--- config.mk ---
export PLATFORM = sky130hd
export DESIGN_NAME = temp_bcd_converter
export DESIGN_NICKNAME = d
export VERILOG_FILES = /design/src/rtl/temp_bcd_converter.sv
export SDC_FILE = /design/constraint.sdc
export NUM_CORES = 1
export LEC_CHECK = 0
export ABC_AREA = 1
export CORE_MARGIN = 2
export CORE_UTILIZATION = 35
export CTS_BUF_LIST = sky130_fd_sc_hd__clkbuf_4 sky130_fd_sc_hd__clkbuf_8
export CTS_CLUSTER_SIZE = 28
export DETAILED_ROUTE_END_ITERATION = 8
export GPL_ROUTABILITY_DRIVEN = 0
export HOLD_SLACK_MARGIN = 0.08
export SLEW_MARGIN = 40
export SYNTH_ARGS = -nofsm -noshare
export SYNTH_HDL_FRONTEND = slang
export SYNTH_SLANG_ARGS = --single-unit
export TNS_END_PERCENT = 50
--- constraint.sdc ---
create_clock -name clk -period 1.6 [get_ports clk]
set_clock_uncertainty 0.1 [all_clocks]
set_input_delay 0.16 -clock clk [delete_from_list [all_inputs] [get_ports clk]]
set_output_delay 0.16 -clock clk [all_outputs]
set_load 0.005 [all_outputs]
--- src/rtl/temp_bcd_converter.sv ---
// Sequential binary-to-BCD stage for the DS18B20 temperature word: iterative double-dabble
// on the integer field plus a tenths digit derived from the 1/16 degC fraction.
module temp_bcd_converter #(
    parameter int ROUND_TENTHS = 0,
    parameter int BLANK_ZEROS  = 1
) (
    input  logic        clk,
    input  logic        rst,
    input  logic [15:0] temp_i,
    input  logic        temp_valid_i,
    output logic        busy_o,
    output logic        done_o,
    output logic        sign_o,
    output logic [1:0]  hundreds_o,
    output logic [3:0]  tens_o,
    output logic [3:0]  units_o,
    output logic [3:0]  tenths_o,
    output logic        hund_blank_o,
    output logic        tens_blank_o
);

    localparam logic [1:0] S_IDLE  = 2'd0;
    localparam logic [1:0] S_LOAD  = 2'd1;
    localparam logic [1:0] S_SHIFT = 2'd2;
    localparam logic [1:0] S_DONE  = 2'd3;

    logic [1:0]  state;
    logic        pend_flag;
    logic [12:0] pend_word;
    logic        sign_r;
    logic [11:0] mag_r;
    logic [9:0]  bcd;
    logic [7:0]  int_sr;
    logic [2:0]  iter;
    logic [3:0]  tenths_r;

    // Bits [14:12] only repeat the sign; only bit 15 and the low 12 bits carry information.
    logic unused_ext_bits;
    assign unused_ext_bits = ^temp_i[14:12];

    function automatic logic [11:0] magnitude(input logic [12:0] word);
        logic signed [12:0] sval;
        logic [12:0]        neg;
        sval = signed'(word);
        neg  = unsigned'(-sval);
        return word[12] ? neg[11:0] : word[11:0];
    endfunction

    function automatic logic [3:0] tenths_of(input logic [3:0] frac);
        logic [7:0] prod;
        prod = ({4'd0, frac} << 3) + ({4'd0, frac} << 1);
        if (ROUND_TENTHS != 0) begin
            prod = prod + 8'd8;
        end
        return prod[7:4];
    endfunction

    function automatic logic [3:0] add3(input logic [3:0] nib);
        return (nib >= 4'd5) ? nib + 4'd3 : nib;
    endfunction

    // One double-dabble iteration: correct each BCD nibble, then shift {bcd, int_sr} left by one.
    function automatic logic [17:0] dabble_step(input logic [9:0] b, input logic [7:0] s);
        logic [17:0] joined;
        joined = {b[9:8], add3(b[7:4]), add3(b[3:0]), s};
        return {joined[16:0], 1'b0};
    endfunction

    assign busy_o = (state == S_LOAD) || (state == S_SHIFT);

    always_ff @(posedge clk) begin
        if (!rst) begin
            state        <= S_IDLE;
            pend_flag    <= 1'b0;
            pend_word    <= '0;
            sign_r       <= 1'b0;
            mag_r        <= '0;
            bcd          <= '0;
            int_sr       <= '0;
            iter         <= '0;
            tenths_r     <= '0;
            done_o       <= 1'b0;
            sign_o       <= 1'b0;
            hundreds_o   <= '0;
            tens_o       <= '0;
            units_o      <= '0;
            tenths_o     <= '0;
            hund_blank_o <= 1'b0;
            tens_blank_o <= 1'b0;
        end else begin
            done_o <= 1'b0;

            // A strobe arriving while a conversion is in flight is parked; the newest one wins.
            if (temp_valid_i && (state != S_IDLE)) begin
                pend_flag <= 1'b1;
                pend_word <= {temp_i[15], temp_i[11:0]};
            end

            case (state)
                S_IDLE: begin
                    if (temp_valid_i) begin
                        sign_r    <= temp_i[15];
                        mag_r     <= magnitude({temp_i[15], temp_i[11:0]});
                        pend_flag <= 1'b0;
                        state     <= S_LOAD;
                    end else if (pend_flag) begin
                        sign_r    <= pend_word[12];
                        mag_r     <= magnitude(pend_word);
                        pend_flag <= 1'b0;
                        state     <= S_LOAD;
                    end
                end

                S_LOAD: begin
                    bcd      <= '0;
                    int_sr   <= mag_r[11:4];
                    iter     <= '0;
                    tenths_r <= tenths_of(mag_r[3:0]);
                    state    <= S_SHIFT;
                end

                S_SHIFT: begin
                    {bcd, int_sr} <= dabble_step(bcd, int_sr);
                    iter          <= iter + 3'd1;
                    if (iter == 3'd7) begin
                        state <= S_DONE;
                    end
                end

                S_DONE: begin
                    done_o       <= 1'b1;
                    // A value that displays as 0.0 is shown unsigned.
                    sign_o       <= sign_r && !((bcd == 10'd0) && (tenths_r == 4'd0));
                    hundreds_o   <= bcd[9:8];
                    tens_o       <= bcd[7:4];
                    units_o      <= bcd[3:0];
                    tenths_o     <= tenths_r;
                    hund_blank_o <= (BLANK_ZEROS != 0) && (bcd[9:8] == 2'd0);
                    tens_blank_o <= (BLANK_ZEROS != 0) && (bcd[9:4] == 6'd0);
                    state        <= S_IDLE;
                end

                default: state <= S_IDLE;
            endcase
        end
    end

endmodule

==> Word level (Yosys, flattened, before mapping) <==
Cells that the tools add are included.
{ "word_totals": {"register_bits": 72, "in_bits": 19, "output_inout_bits": 19, "wordCells": 66} }
{ "classes": {"addsub": 6, "order_cmp": 2, "eq_ne": 6, "mux": 20, "n_reduce_logical": 15} }
{ "op_table": {"columns": ["op", "n"], "rows": [
  ["12-bit 2-to-1 mux", 4],
  ["12-bit negator", 2],
  ["10-bit one-hot mux with 2 select lines", 1],
  ["8-bit one-hot mux with 2 select lines", 1],
  ["10-bit zero test", 1],
  ["4-bit by 2-bit adder with 4-bit output (second input constant)", 2],
  ["7-bit by 5-bit adder with 8-bit output", 1],
  ["4-bit by 3-bit greater-or-equal comparator with 1-bit output (second input constant)", 2],
  ["4-bit 2-to-1 mux", 2],
  ["2-bit one-hot mux with 4 select lines", 1],
  ["1-bit 2-to-1 mux", 7],
  ["6-bit zero test", 1],
  ["2-bit 2-to-1 mux", 3],
  ["3-bit one-hot mux with 2 select lines", 1],
  ["2-bit nonzero test", 3],
  ["2-bit == test (second input constant)", 2],
  ["2-bit zero test", 2],
  ["4-bit zero test", 1],
  ["2-bit AND reduction", 2],
  ["3-bit by 1-bit adder with 3-bit output (second input constant)", 1],
  ["3-bit == test (second input constant)", 1],
  ["1-bit logical AND", 3],
  ["3-bit != test (second input constant)", 1],
  ["2-bit by 1-bit == test with 1-bit output (second input constant)", 1],
  ["3 further kinds", 3]
]} }

==> Depth between registers and ports, before layout <==
{ "logic_depth": {"ltp_word": 6, "mapped_depth": 11, "depth_no_buf": 11} }

==> Worst setup path after synthesis <==
No wires, ideal clock.
{ "synth_path": {"kind": "reg-to-reg", "startpoint": "reg state[0]", "endpoint": "reg bcd[8]", "setup_time_ns": 0.122, "arrival_time_ns": 1.323, "required_ns": 1.378, "setup_slack_ns": 0.054, "stages_incl_launch_ff": 8, "n_path_buf": 1, "synth_period_minus_slack_ns": 1.546, "cell_sequence": "dfxtp_1 inv_1 ha_1 buf_2 nand2_1 inv_1 o211ai_1 a21oi_1"} }
{ "synth_between": {"elab_chain_cells": 2, "word_cells_on_any_way": 4, "classes_between": "eq/ne: 2; mux: 1; reduce/logical: 1"} }
{ "synth_lines": {"columns": ["item", "line", "rtl"], "rows": [
  ["from (decl)", "27", "logic [1:0] state;"],
  ["from (signal assigned)", "73", "state <= S_IDLE;"],
  ["from (signal assigned)", "105", "state <= S_LOAD;"],
  ["from (signal assigned)", "110", "state <= S_LOAD;"],
  ["2-bit == test / 2-bit by 1-bit == test with 1-bit output (equally long branches)", "99", "case (state)"],
  ["10-bit one-hot mux with 2 select lines / 2-bit nonzero test (equally long branches)", null, null],
  ["to (signal assigned)", "123", "{bcd, int_sr} <= dabble_step(bcd, int_sr);"],
  ["to (decl)", "32", "logic [9:0] bcd;"]
]} }
Parallel ways exist; a longest one is shown, timed or not.
A chain may end at the register's enable or synchronous reset.

==> Worst setup path in the final report <==
{ "layout_path": {"startpoint": "reg bcd[0]", "endpoint": "reg bcd[2]"} }
{ "layout_between": {"elab_chain_cells": 3, "word_cells_on_any_way": 4, "classes_between": "add/sub: 1; order compare: 1; mux: 2"} }
{ "layout_lines": {"columns": ["item", "line", "rtl"], "rows": [
  ["4-bit by 2-bit adder with 4-bit output / 4-bit by 3-bit greater-or-equal comparator with 1-bit output (equally long branches)", "59", "return (nib >= 4'd5) ? nib + 4'd3 : nib;"],
  ["4-bit 2-to-1 mux *", "59", null],
  ["10-bit one-hot mux with 2 select lines *", "99", null]
]} }
Mark *: on every way between the ends. The rest lies on a longest branch, timed or not.

==> summary.md <==
| Metric | Value |
|---|---|
| Status | `finished, final reports clean` |
| Nature of the critical path endpoint | `flop` |
| Hpwl dp | `~6300 um` |
| Tightest Hold Check Type | `in -> reg` |
| First-pass GRT wire length | `14400 um` |
| Syn_nets | `between 500 and 600` |
| Final cell count without fillers | `between 700 and 800` |
| Post-placement cell count | `716` |
| IO buf count | `34` |
| Grt total ovfl | `0` |
| CTS clk-pin slew, worst paths | `around 0.090 ns` |
| Routed WL | `about 8400 um` |
| CP Max Fanout | `5` |
| Max transition margin | `0.730` |
| Post-synthesis simple-gate area fraction | `0.242` |
| H-tree depth | `3` |
| Clk Latency, worst-skew pair | `about 0.35 ns` |
| Final hold viol count | `0` |
| Synth Instances | `525` |
| CP required | `between 1.5 and 2 ns` |
| Xor and xnor area share after synthesis | `0.00712` |
| EDFF count, synth | `0` |
| Final min period | `~1.5 ns` |
| Pwr per Cell Area | `~1400 nW/um2` |
| Row count | `37` |
| Final #Nets | `628` |
| GRT Total Usage | `0.153` |
| Area growth syn-to-layout | `28.0%` |
| Core Footprint | `approximately 10000 um2` |
| Arr. time, crit path | `roughly 1.7 ns` |
| Vias per inst | `4.76` |
| Vias in the first global route | `3360` |
| CTS tree | `done` |
| VDD IR max | `roughly 540 uV` |
| Slew Viols, Final | `0` |
| Largest net degree at the start of global routing | `30` |
| Leakage | `2.11 nW` |
| Crit start category | `flop` |
| Total of max-cap violations | `0` |
| Area of the multi-input gates | `1890 um2` |
| Cts hold-fix bufs | `0` |
| Seq/Total Area, Yosys | `0.390` |
| RSZ-0062 raised after global routing | `yes` |
| Mux cell area share after synthesis | `0` |
| F_max | `around 660 MHz` |
| Tightest Pin Transition | `about 0.40 ns` |
| # diodes | `0` |
| Clk root buf | `clkbuf_8` |
| # fillers | `approximately 1100` |
| I/O pin cnt | `38` |
| Adder-Cell Fraction of Synth Area | `0.0495` |
| Storage element area | `~1500 um2` |
| Clock buffer depth | `2` |
| Area after DPL | `~4400 um2` |
| Final Cycle Share | `0.940` |
| Drt first pass iters | `4` |
| Post-layout instance area | `around 4700 um2` |
| Final setup violation count | `0` |
| Num Clock Sinks | `72` |
| Initial Utilization | `0.359` |
| Initial antenna violation count | `0` |
| Yosys cell types | `37` |
| DRC Markers | `0` |
| Die X | `107 um` |
| DR iter-0 viols | `between 100 and 150` |
| WL/cell | `11.4 um` |
| Ys async rst share | `0` |
| Final ANT Viol Nets | `0` |
| Share of cells above drive strength 1 | `0.170` |
| Worst Setup Path Type | `reg -> reg` |
| Avg Inst Size Synth | `~7.0 um2` |
| Final hold slack | `roughly 0.31 ns` |
| CTS Buf Count | `9` |
| Die footprint | `11400 um2` |
| Die height | `approximately 110 um` |
| Mapped Area | `between 3000 and 4000 um2` |
| Main combinational cell family by area after synthesis | `simple AND/OR/NAND/NOR gates` |
| YS warnings | `0` |
| Synth Area in Compound Gates | `0.198` |
| Top FF cell, synth | `dfxtp_1` |
| Vias | `approximately 3500` |
| Yosys reg bits | `a little over 70` |
==> through the flow <==
stage | TNS (ns) | setup WS (ns) | total power, mW | util
3_5_place_dp | -1.36 | -0.252 | 5.28 | 0.431
5_1_grt | -0.0810 | -0.0521 | 7.33 | 0.460
6_report | 0 | 0.0954 | 6.77 | 0.460
3_3_place_gp | -1.03 | -0.180 | 5.22 | 0.431
2_1_floorplan | 0 | 0.0544 | 4.34 | -
4_1_cts | 0 | 0.0144 | 6.74 | 0.451
==> placed cells by master (no fill, tap or decap), drive strengths merged, types with 4 or more instances in the layout <==
cell / n
clkbuf: 9
nor2: 44
buf: 50
clkdlybuf4s50: 33
a21oi: 56
nand2: 92
nand4: 4
inv: 77
dfxtp: 72
ha: 13
o211ai: 10
o21ai: 63
nand3: 53
==> cell usage after synthesis (2+ instances only) <==
cell type  number  area share
nor2_2          8       0.014
ha_1           13       0.044
nor3_1          3      0.0041
o21ai_1         3      0.0041
nand3_1        52       0.070
nand2_1        92       0.094
clkbuf_1        6      0.0061
nand4_1         4      0.0068
o21ai_0        59       0.080
a31oi_1         2      0.0034
o211ai_1        9       0.018
nor2_1         35       0.036
dfxtp_1        72        0.39
buf_2          11       0.015
xor2_1          2      0.0047
buf_6           3      0.0091
nand3b_1        3      0.0061
a21oi_1        56       0.076
inv_1          71       0.072
buf_4           3      0.0061
clkbuf_2        2      0.0027
==> cells by family after synthesis <==
family / after synthesis
xor+xnor: 3
compound gates: 136
buf+inv: 98
simple gates: 202
flops: 72
fa+ha+maj: 14
==> repair_timing <==
item,4_1_cts,5_1_grt
endpoints found under the setup margin,2,15
setup buffers,1,3
resized for setup,7,22
pin swaps,1,6
==> critical path: stages, from the launching register on <==
cell and delay (ns):
dfxtp_2 0.34, inv_1 0.08, ha_2 0.17, inv_1 0.05, or2_1 0.20, nand2_1 0.07, nand2_2 0.09, a21oi_2 0.12
o21ai_1 0.08, a21oi_1 0.14
==> where the power goes <==
part | total [mW] | leakage [nW] | internal, mW | switching, mW
combinational | 2.87 | 1.44 | 1.33 | 1.54
clock | 1.35 | 0.0848 | 0.589 | 0.757
sequential | 2.55 | 0.591 | 2.25 | 0.298
==> metal layers <==
layer / up-vias / track usage / share of wire
met5: - / 0 / 0
met4: 0 / 0.0603 / 0.011
met3: 8 / 0.0304 / 0.035
met2: 67 / 0.280 / 0.50
met1: 1565 / 0.174 / 0.45
li1: 1866 / - / -
==> state kept, by name, indices dropped and copies added, names as in the netlist <==
| signal | count |
|---|---|
| mag_r | 12 |
| done_o | 1 |
| sign_r | 1 |
| pend_flag | 1 |
| hund_blank_o | 1 |
| tens_o | 4 |
| tenths_r | 4 |
| pend_word | 13 |
| bcd | 10 |
| sign_o | 1 |
| hundreds_o | 2 |
| state | 2 |
| int_sr | 8 |
| iter | 3 |
| tenths_o | 4 |
| tens_blank_o | 1 |
| units_o | 4 |
==> area by class of cell <==
class | count | share of cell area
Multi-Input combinational cell | 355 | 0.400
Sequential cell | 72 | 0.307
Timing Repair Buffer | 84 | 0.160
Inverter | 73 | 0.0585
Tap cell | 136 | 0.0360
Clock buffer | 9 | 0.0262
Clock inverter | 7 | 0.0127
==> path summary, 6_finish.rpt <==
check	startpoint	to	slack [ns]	depth (start not counted)
max	bcd[0]	bcd[2]	0.1	9
max reg2reg	bcd[0]	bcd[2]	0.1	9
min	temp_i[11]	pend_word[11]	0.31	3
min reg2reg	hund_blank_o	hund_blank_o	0.37	2
Power figures use the tool's default switching activity.
